### config.mk
export PLATFORM = sky130hd
export DESIGN_NAME = tff_reg_arbiter
export DESIGN_NICKNAME = d
export VERILOG_FILES = /design/src/rtl/tff_reg_arbiter_pkg.sv /design/src/rtl/tff_cell.sv /design/src/rtl/tff_reg_arbiter.sv
export SDC_FILE = /design/constraint.sdc
export NUM_CORES = 1
export LEC_CHECK = 0
export ABC_CLOCK_PERIOD_IN_PS = 2200
export CAP_MARGIN = 20
export CORE_UTILIZATION = 53
export DETAILED_ROUTE_END_ITERATION = 10
export GPL_TIMING_DRIVEN = 0
export PLACE_DENSITY = 0.83
export SKIP_LAST_GASP = 1
export SLEW_MARGIN = 15
export SYNTH_ARGS = -nofsm -noshare
export SYNTH_HDL_FRONTEND = slang
export SYNTH_SLANG_ARGS = --single-unit
export TNS_END_PERCENT = 30
### constraint.sdc
create_clock -name clk -period 2.2 [get_ports clk]
set_clock_uncertainty 0.15 [all_clocks]
set_input_delay 0.66 -clock clk [delete_from_list [all_inputs] [get_ports clk]]
set_output_delay 0.66 -clock clk [all_outputs]
set_load 0.02 [all_outputs]
### src/rtl/tff_reg_arbiter_pkg.sv
// Shared encodings for the T-flip-flop register arbiter: FSM states and
// transaction opcodes.
package tff_reg_arbiter_pkg;

    typedef enum logic [1:0] {
        ST_IDLE  = 2'd0,
        ST_APPLY = 2'd1,
        ST_CHECK = 2'd2
    } state_t;

    localparam logic OP_LOAD   = 1'b0;
    localparam logic OP_TOGGLE = 1'b1;

endpackage

### src/rtl/tff_cell.sv
// Single T flip-flop: inverts its state on a rising edge when t is high.
// qb is always the complement of q, including while reset is held.
module tff_cell (
    input  logic clk,
    input  logic rst_n,
    input  logic t,
    output logic q,
    output logic qb
);

    logic q_reg;

    always_ff @(posedge clk or negedge rst_n) begin
        if (!rst_n) begin
            q_reg <= 1'b0;
        end else if (t) begin
            q_reg <= ~q_reg;
        end
    end

    assign q  = q_reg;
    assign qb = ~q_reg;

endmodule

### src/rtl/tff_reg_arbiter.sv
// Shared WIDTH-bit T-flip-flop register written by two requesters through a
// round-robin arbiter; loads are turned into toggle vectors and verified.
module tff_reg_arbiter
    import tff_reg_arbiter_pkg::*;
#(
    parameter int WIDTH = 4
) (
    input  logic             clk,
    input  logic             rst_n,
    input  logic             req0,
    input  logic             op0,
    input  logic [WIDTH-1:0] data0,
    input  logic             req1,
    input  logic             op1,
    input  logic [WIDTH-1:0] data1,
    output logic             gnt0,
    output logic             gnt1,
    output logic             done,
    output logic             err,
    output logic             busy,
    output logic [WIDTH-1:0] q,
    output logic [WIDTH-1:0] qb
);

    state_t           state_reg;
    logic             rr_reg;
    logic             id_reg;
    logic             op_reg;
    logic [WIDTH-1:0] data_reg;
    logic [WIDTH-1:0] expected_reg;
    logic             gnt0_reg;
    logic             gnt1_reg;
    logic             done_reg;
    logic             busy_reg;

    logic [WIDTH-1:0] q_int;
    logic [WIDTH-1:0] qb_int;
    logic [WIDTH-1:0] t_vec;

    logic             grant_valid;
    logic             grant_id;
    logic             grant_op;
    logic [WIDTH-1:0] grant_data;

    // rr_reg names the requester that wins when both ask at once.
    always_comb begin
        grant_valid = req0 | req1;
        grant_id    = (req0 && req1) ? rr_reg : req1;
        grant_op    = grant_id ? op1 : op0;
        grant_data  = grant_id ? data1 : data0;
    end

    // Cells only see a nonzero toggle vector during the single APPLY cycle.
    always_comb begin
        t_vec = '0;
        if (state_reg == ST_APPLY) begin
            t_vec = (op_reg == OP_TOGGLE) ? data_reg : (data_reg ^ q_int);
        end
    end

    generate
        for (genvar gi = 0; gi < WIDTH; gi++) begin : g_cell
            tff_cell u_cell (
                .clk   (clk),
                .rst_n (rst_n),
                .t     (t_vec[gi]),
                .q     (q_int[gi]),
                .qb    (qb_int[gi])
            );
        end
    endgenerate

    always_ff @(posedge clk or negedge rst_n) begin
        if (!rst_n) begin
            state_reg    <= ST_IDLE;
            rr_reg       <= 1'b0;
            id_reg       <= 1'b0;
            op_reg       <= OP_LOAD;
            data_reg     <= '0;
            expected_reg <= '0;
            gnt0_reg     <= 1'b0;
            gnt1_reg     <= 1'b0;
            done_reg     <= 1'b0;
            busy_reg     <= 1'b0;
        end else begin
            case (state_reg)
                ST_IDLE: begin
                    if (grant_valid) begin
                        id_reg       <= grant_id;
                        op_reg       <= grant_op;
                        data_reg     <= grant_data;
                        expected_reg <= (grant_op == OP_TOGGLE) ? (q_int ^ grant_data) : grant_data;
                        gnt0_reg     <= ~grant_id;
                        gnt1_reg     <= grant_id;
                        busy_reg     <= 1'b1;
                        state_reg    <= ST_APPLY;
                    end
                end
                ST_APPLY: begin
                    done_reg  <= 1'b1;
                    state_reg <= ST_CHECK;
                end
                ST_CHECK: begin
                    rr_reg    <= ~id_reg;
                    gnt0_reg  <= 1'b0;
                    gnt1_reg  <= 1'b0;
                    done_reg  <= 1'b0;
                    busy_reg  <= 1'b0;
                    state_reg <= ST_IDLE;
                end
                default: begin
                    gnt0_reg  <= 1'b0;
                    gnt1_reg  <= 1'b0;
                    done_reg  <= 1'b0;
                    busy_reg  <= 1'b0;
                    state_reg <= ST_IDLE;
                end
            endcase
        end
    end

    // err compares the actual cell contents, so a misbehaving cell is caught.
    assign err  = done_reg && (q_int != expected_reg);
    assign gnt0 = gnt0_reg;
    assign gnt1 = gnt1_reg;
    assign done = done_reg;
    assign busy = busy_reg;
    assign q    = q_int;
    assign qb   = qb_int;

endmodule

Yosys cells after proc, flatten, opt, wreduce, memory -nomap -nowiden
Cells that the tools add are included.
Cells by class
  reductions and logical operators: 5
  shifts and indexed selects: 0
  multiplexer cells: 15
  bitwise logic cells: 10
  add/subtract/negate cells: 0
  order comparisons: 0
  equality and inequality tests: 4
  multipliers: 0
  divide/modulo/power cells: 0
Operators with widths (number)
  two-way mux 4 bit: 4
  one-hot mux 1 bit (2 select lines): 4
  bitwise XOR 4 bit: 2
  NOT 1 bit: 7
  two-way mux 1 bit: 5
  != test 4 bit: 1
  one-hot mux 2 bit (2 select lines): 1
  AND reduction 2 bit: 2
  equality test 2 x 1 -> 1 bit, second input constant: 1
  equality test 2 bit, second input constant: 1
  logical AND 1 bit: 2
  zero test 2 bit: 1
  two-way mux 2 bit: 1
  != test 2 bit, second input constant: 1
  OR 1 bit: 1
Storage, ports and cells
  output and inout bits: 13
  memories kept: 0
  latch bits: 0
  word-level logic and storage cells: 48
  memory bits (read-only): 0
  bits in registers: 21
  input port bits: 14
  RAM bits: 0

Logic depth before layout (Yosys ltp)
  word-level depth: 5
  gate-level depth with buffers: 5
  gate-level depth less buffers: 3

Cells and area by module
From an unflattened synthesis, not the netlist that was laid out.
Unflattened totals
  cell total of the unflattened synthesis: 122
  area total of the unflattened synthesis: 1157.4 um^2
By module, submodules not included
  tff_reg_arbiter: seq. area each 425.4 um^2, instances 1, area each 1007.2 um^2, cells each 110
  tff_cell: seq. area each 25.0 um^2, instances 4, area each 37.5 um^2, cells each 3

Worst setup path after synthesis
Ideal clock, no wire load.
  path kind: flip-flop to output port
  start point: reg g_cell[2].u_cell.q_reg
  end point: out err
  stages on the path, launching flop included: 3
  setup slack: 298 ps
  required time: 1390 ps
  path buffers: 0
  data arrival time: 1092 ps
  path through: dfrtp_1 -> xor2_1 -> o41a_1
On the way
  longest elaborated chain between the ends: 2
RTL lines
  start, declared: line tff_cell.sv:11  | logic q_reg;
  start signal, assigned: line tff_cell.sv:17  | q_reg <= ~q_reg;
  != test 4 bit: line tff_reg_arbiter.sv:123  | assign err = done_reg && (q_int != expected_reg);
  logical AND 1 bit: line tff_reg_arbiter.sv:123
  end, declared: line tff_reg_arbiter.sv:19  | output logic err,
Every way passes these cells.

Worst setup path after layout
  start point: reg g_cell[3].u_cell.q_reg
  end point: out q[3]
RTL lines
  start, declared: line tff_cell.sv:11
  start signal, assigned: line tff_cell.sv:17
  end, declared: line tff_reg_arbiter.sv:21  | output logic [WIDTH-1:0] q,
No word-level cell between the ends.

==> out/qor.csv <==
metric;value;unit
Routed WL per cell;14.7;um
WS Path Type;register to primary output;
Seq/Total Area, Yosys;43.5;%
CP endpoint kind;primary output;
Synth top area share;43.5;%
WHS Path Cells;1;
outcome;finished with violations;
synthesis-to-layout area growth;29.6;%
Placement Rows;16;
syn avg cell area;9.23;um^2
Mapped Area;0.00121;mm^2
peak supply drop;976;uV
Startpoint Class;register;
Synth area leader;dfrtp_1;
fmax;424;MHz
post-route setup TNS;-0.548;ns
final period utilization;107;%
non-filler cells, final;193;
Worst EP arrival;1.55;ns
Tightest Pin Transition;0.961;ns
most common cell after layout, fill and taps aside;clkdlybuf4s50_1;
Max Root-Sink Buffers;2;
drt total wl;2.84;mm
CTS sink cnt;21;
Power, Total;2.29;mW
placed wire-length estimate;2.03;mm
DRC errors left;0;
CTS tree;done;
die area;0.00248;mm^2
Worst Min Path Start;id_reg$_DFFE_PN0P_;
number of routed nets with antenna violations;0;
depth of the most critical reg-to-reg path;4;
RR Startpoint;state_reg[0]$_DFFE_PN0P_;
vias post-DR;1116;
top post-synthesis cells by area;dfrtp_1 43%, xor2_1 8.7%, buf_4 6.2%;
Cell Pwr Density;1460;mW/mm^2
Final Hold Viols;0;
routability-driven placement congestion ratio;0.899;
unrepaired setup endpoints after global routing;true;
Syn Nets;145;
total CTS buffers;3;
Core Region;0.00204;mm^2
number of vias per cell;5.78;
Final nets;181;
Slew headroom;35.7;%
vias in the first global route;1071;
Pleak;0.700;nW
gr usage total;24.7;%
smallest setup slack after layout;-0.160;ns
Die X;49.8;um
initial antenna violation count;0;
largest net degree at the start of global routing;22;
number of synthesized register bits;21;
Initial DRT Pass Iterations;4;
Setup-failing EPs final;5;
Synth Warn #;0;
failing checks;setup timing;
worst-path fanout max;4;
most frequent cells in the layout;20 x clkdlybuf4s50_1, 17 x dfrtp_1, 16 x buf_4;
layout cells sized above 1;18.7;%
remaining global-route overflow;0;
Worst setup startpoint;g_cell[3].u_cell.q$_DFFE_PN0P_;
hold slack;0.340;ns
clock transition at the registers of the reported paths;0.12;ns
n_diodes;0;
pre-CTS setup slack;-0.197;ns
die height;49.8;um
clk_lat worst skew;0.30;ns
Ports;27;
first-pass GRT wire length;4.65;mm
max-cap viol count;0;
IO buf count;25;
placed cells;183;
CTS H-Tree Depth;1;
Starting Density;59.2;%
Syn Inst Count;131;
minimum clock period;2.36;ns
DR iter-0 viols;50;
Final Max Tran Viols;0;
root buffer cell;clkbuf_4;
HP Class;register to register;
Critical Path RT;1.39;ns
Yosys cell types;30;
==> synth_stat cells, drive strengths merged <==
| cell | n |
|---|---|
| nand2 | 9 |
| buf | 12 |
| nor2 | 5 |
| o221ai | 4 |
| o32ai | 1 |
| o41a | 1 |
| and2b | 1 |
| nand4 | 1 |
| a22oi | 1 |
| nand3 | 10 |
| o221a | 2 |
| dfrtp | 21 |
| o211ai | 1 |
| a21boi | 1 |
| xor2 | 12 |
| a21oi | 13 |
| nand2b | 2 |
| or2 | 2 |
| o21ai | 14 |
| o22ai | 1 |
| nor2b | 3 |
| a31oi | 5 |
| inv | 9 |
==> cell type report <==
class | instances | area (um^2)
repair buffers | 31 | 293
well taps | 27 | 33.8
plain buffers | 12 | 90.1
clock buffers | 4 | 26.3
multi-input cells | 89 | 559
inverters | 9 | 33.8
fillers | 157 | 475
flip-flops and latches | 21 | 531
==> power breakdown <==
group          switching (mW)  leakage (nW)  internal, mW
Combinational           0.682         0.441         0.667
Sequential              0.169         0.244         0.584
Clock                   0.118        0.0150        0.0707
Total                   0.969         0.700          1.32
==> layer usage <==
metal  vias to the layer above  share of wire, %  GRT usage (%)
met4                         0               2.6           7.62
met2                        58                49           42.6
met5                         -                 0              0
met3                        12               7.2           3.70
met1                       518                41           31.5
li1                        528                 -              -
==> final timing paths <==
check / slack, ns / end
worst max-delay path: -0.16 / q[3]
min in group asynchronous: 0.72 / done$_DFFE_PN0N_
worst max register to register: 0.71 / expected_reg[3]$_DFFE_PN0P_
worst min register to register: 0.34 / rr_reg$_DFFE_PN0N_
worst min-delay path: 0.34 / rr_reg$_DFFE_PN0N_
max in group asynchronous: 0.53 / g_cell[3].u_cell.q$_DFFE_PN0P_
==> critical path: stages, from the launching register on <==
cell,delay (ns)
dfrtp_2,0.45
buf_4,0.15
buf_4,0.12
clkdlybuf4s50_1,0.52
==> cells by family after synthesis <==
| kind of cell | Yosys count | synth area share [%] |
|---|---|---|
| AO/OA/AOI/OAI | 44 | 22.9 |
| AND/OR/NAND/NOR | 33 | 14.7 |
| flip-flops | 21 | 43.5 |
| buffers and inverters | 21 | 10.2 |
| XOR/XNOR | 12 | 8.70 |
==> through the flow <==
stage               cell area (um^2)  utilization (%)
finish                          1570             76.7
floorplan                       1210                -
detailed placement              1490             73.1
global placement                1490             73.1
CTS                             1570             76.7
global route                    1570             76.7
==> what timing repair did <==
action | CTS | global route
buffers inserted | 6 | 0
gates cloned | 0 | 0
gates resized for setup | 7 | 4
hold buffers | 0 | 0
endpoints found under the setup margin | 9 | 7
(Power assumes the default switching activity.)
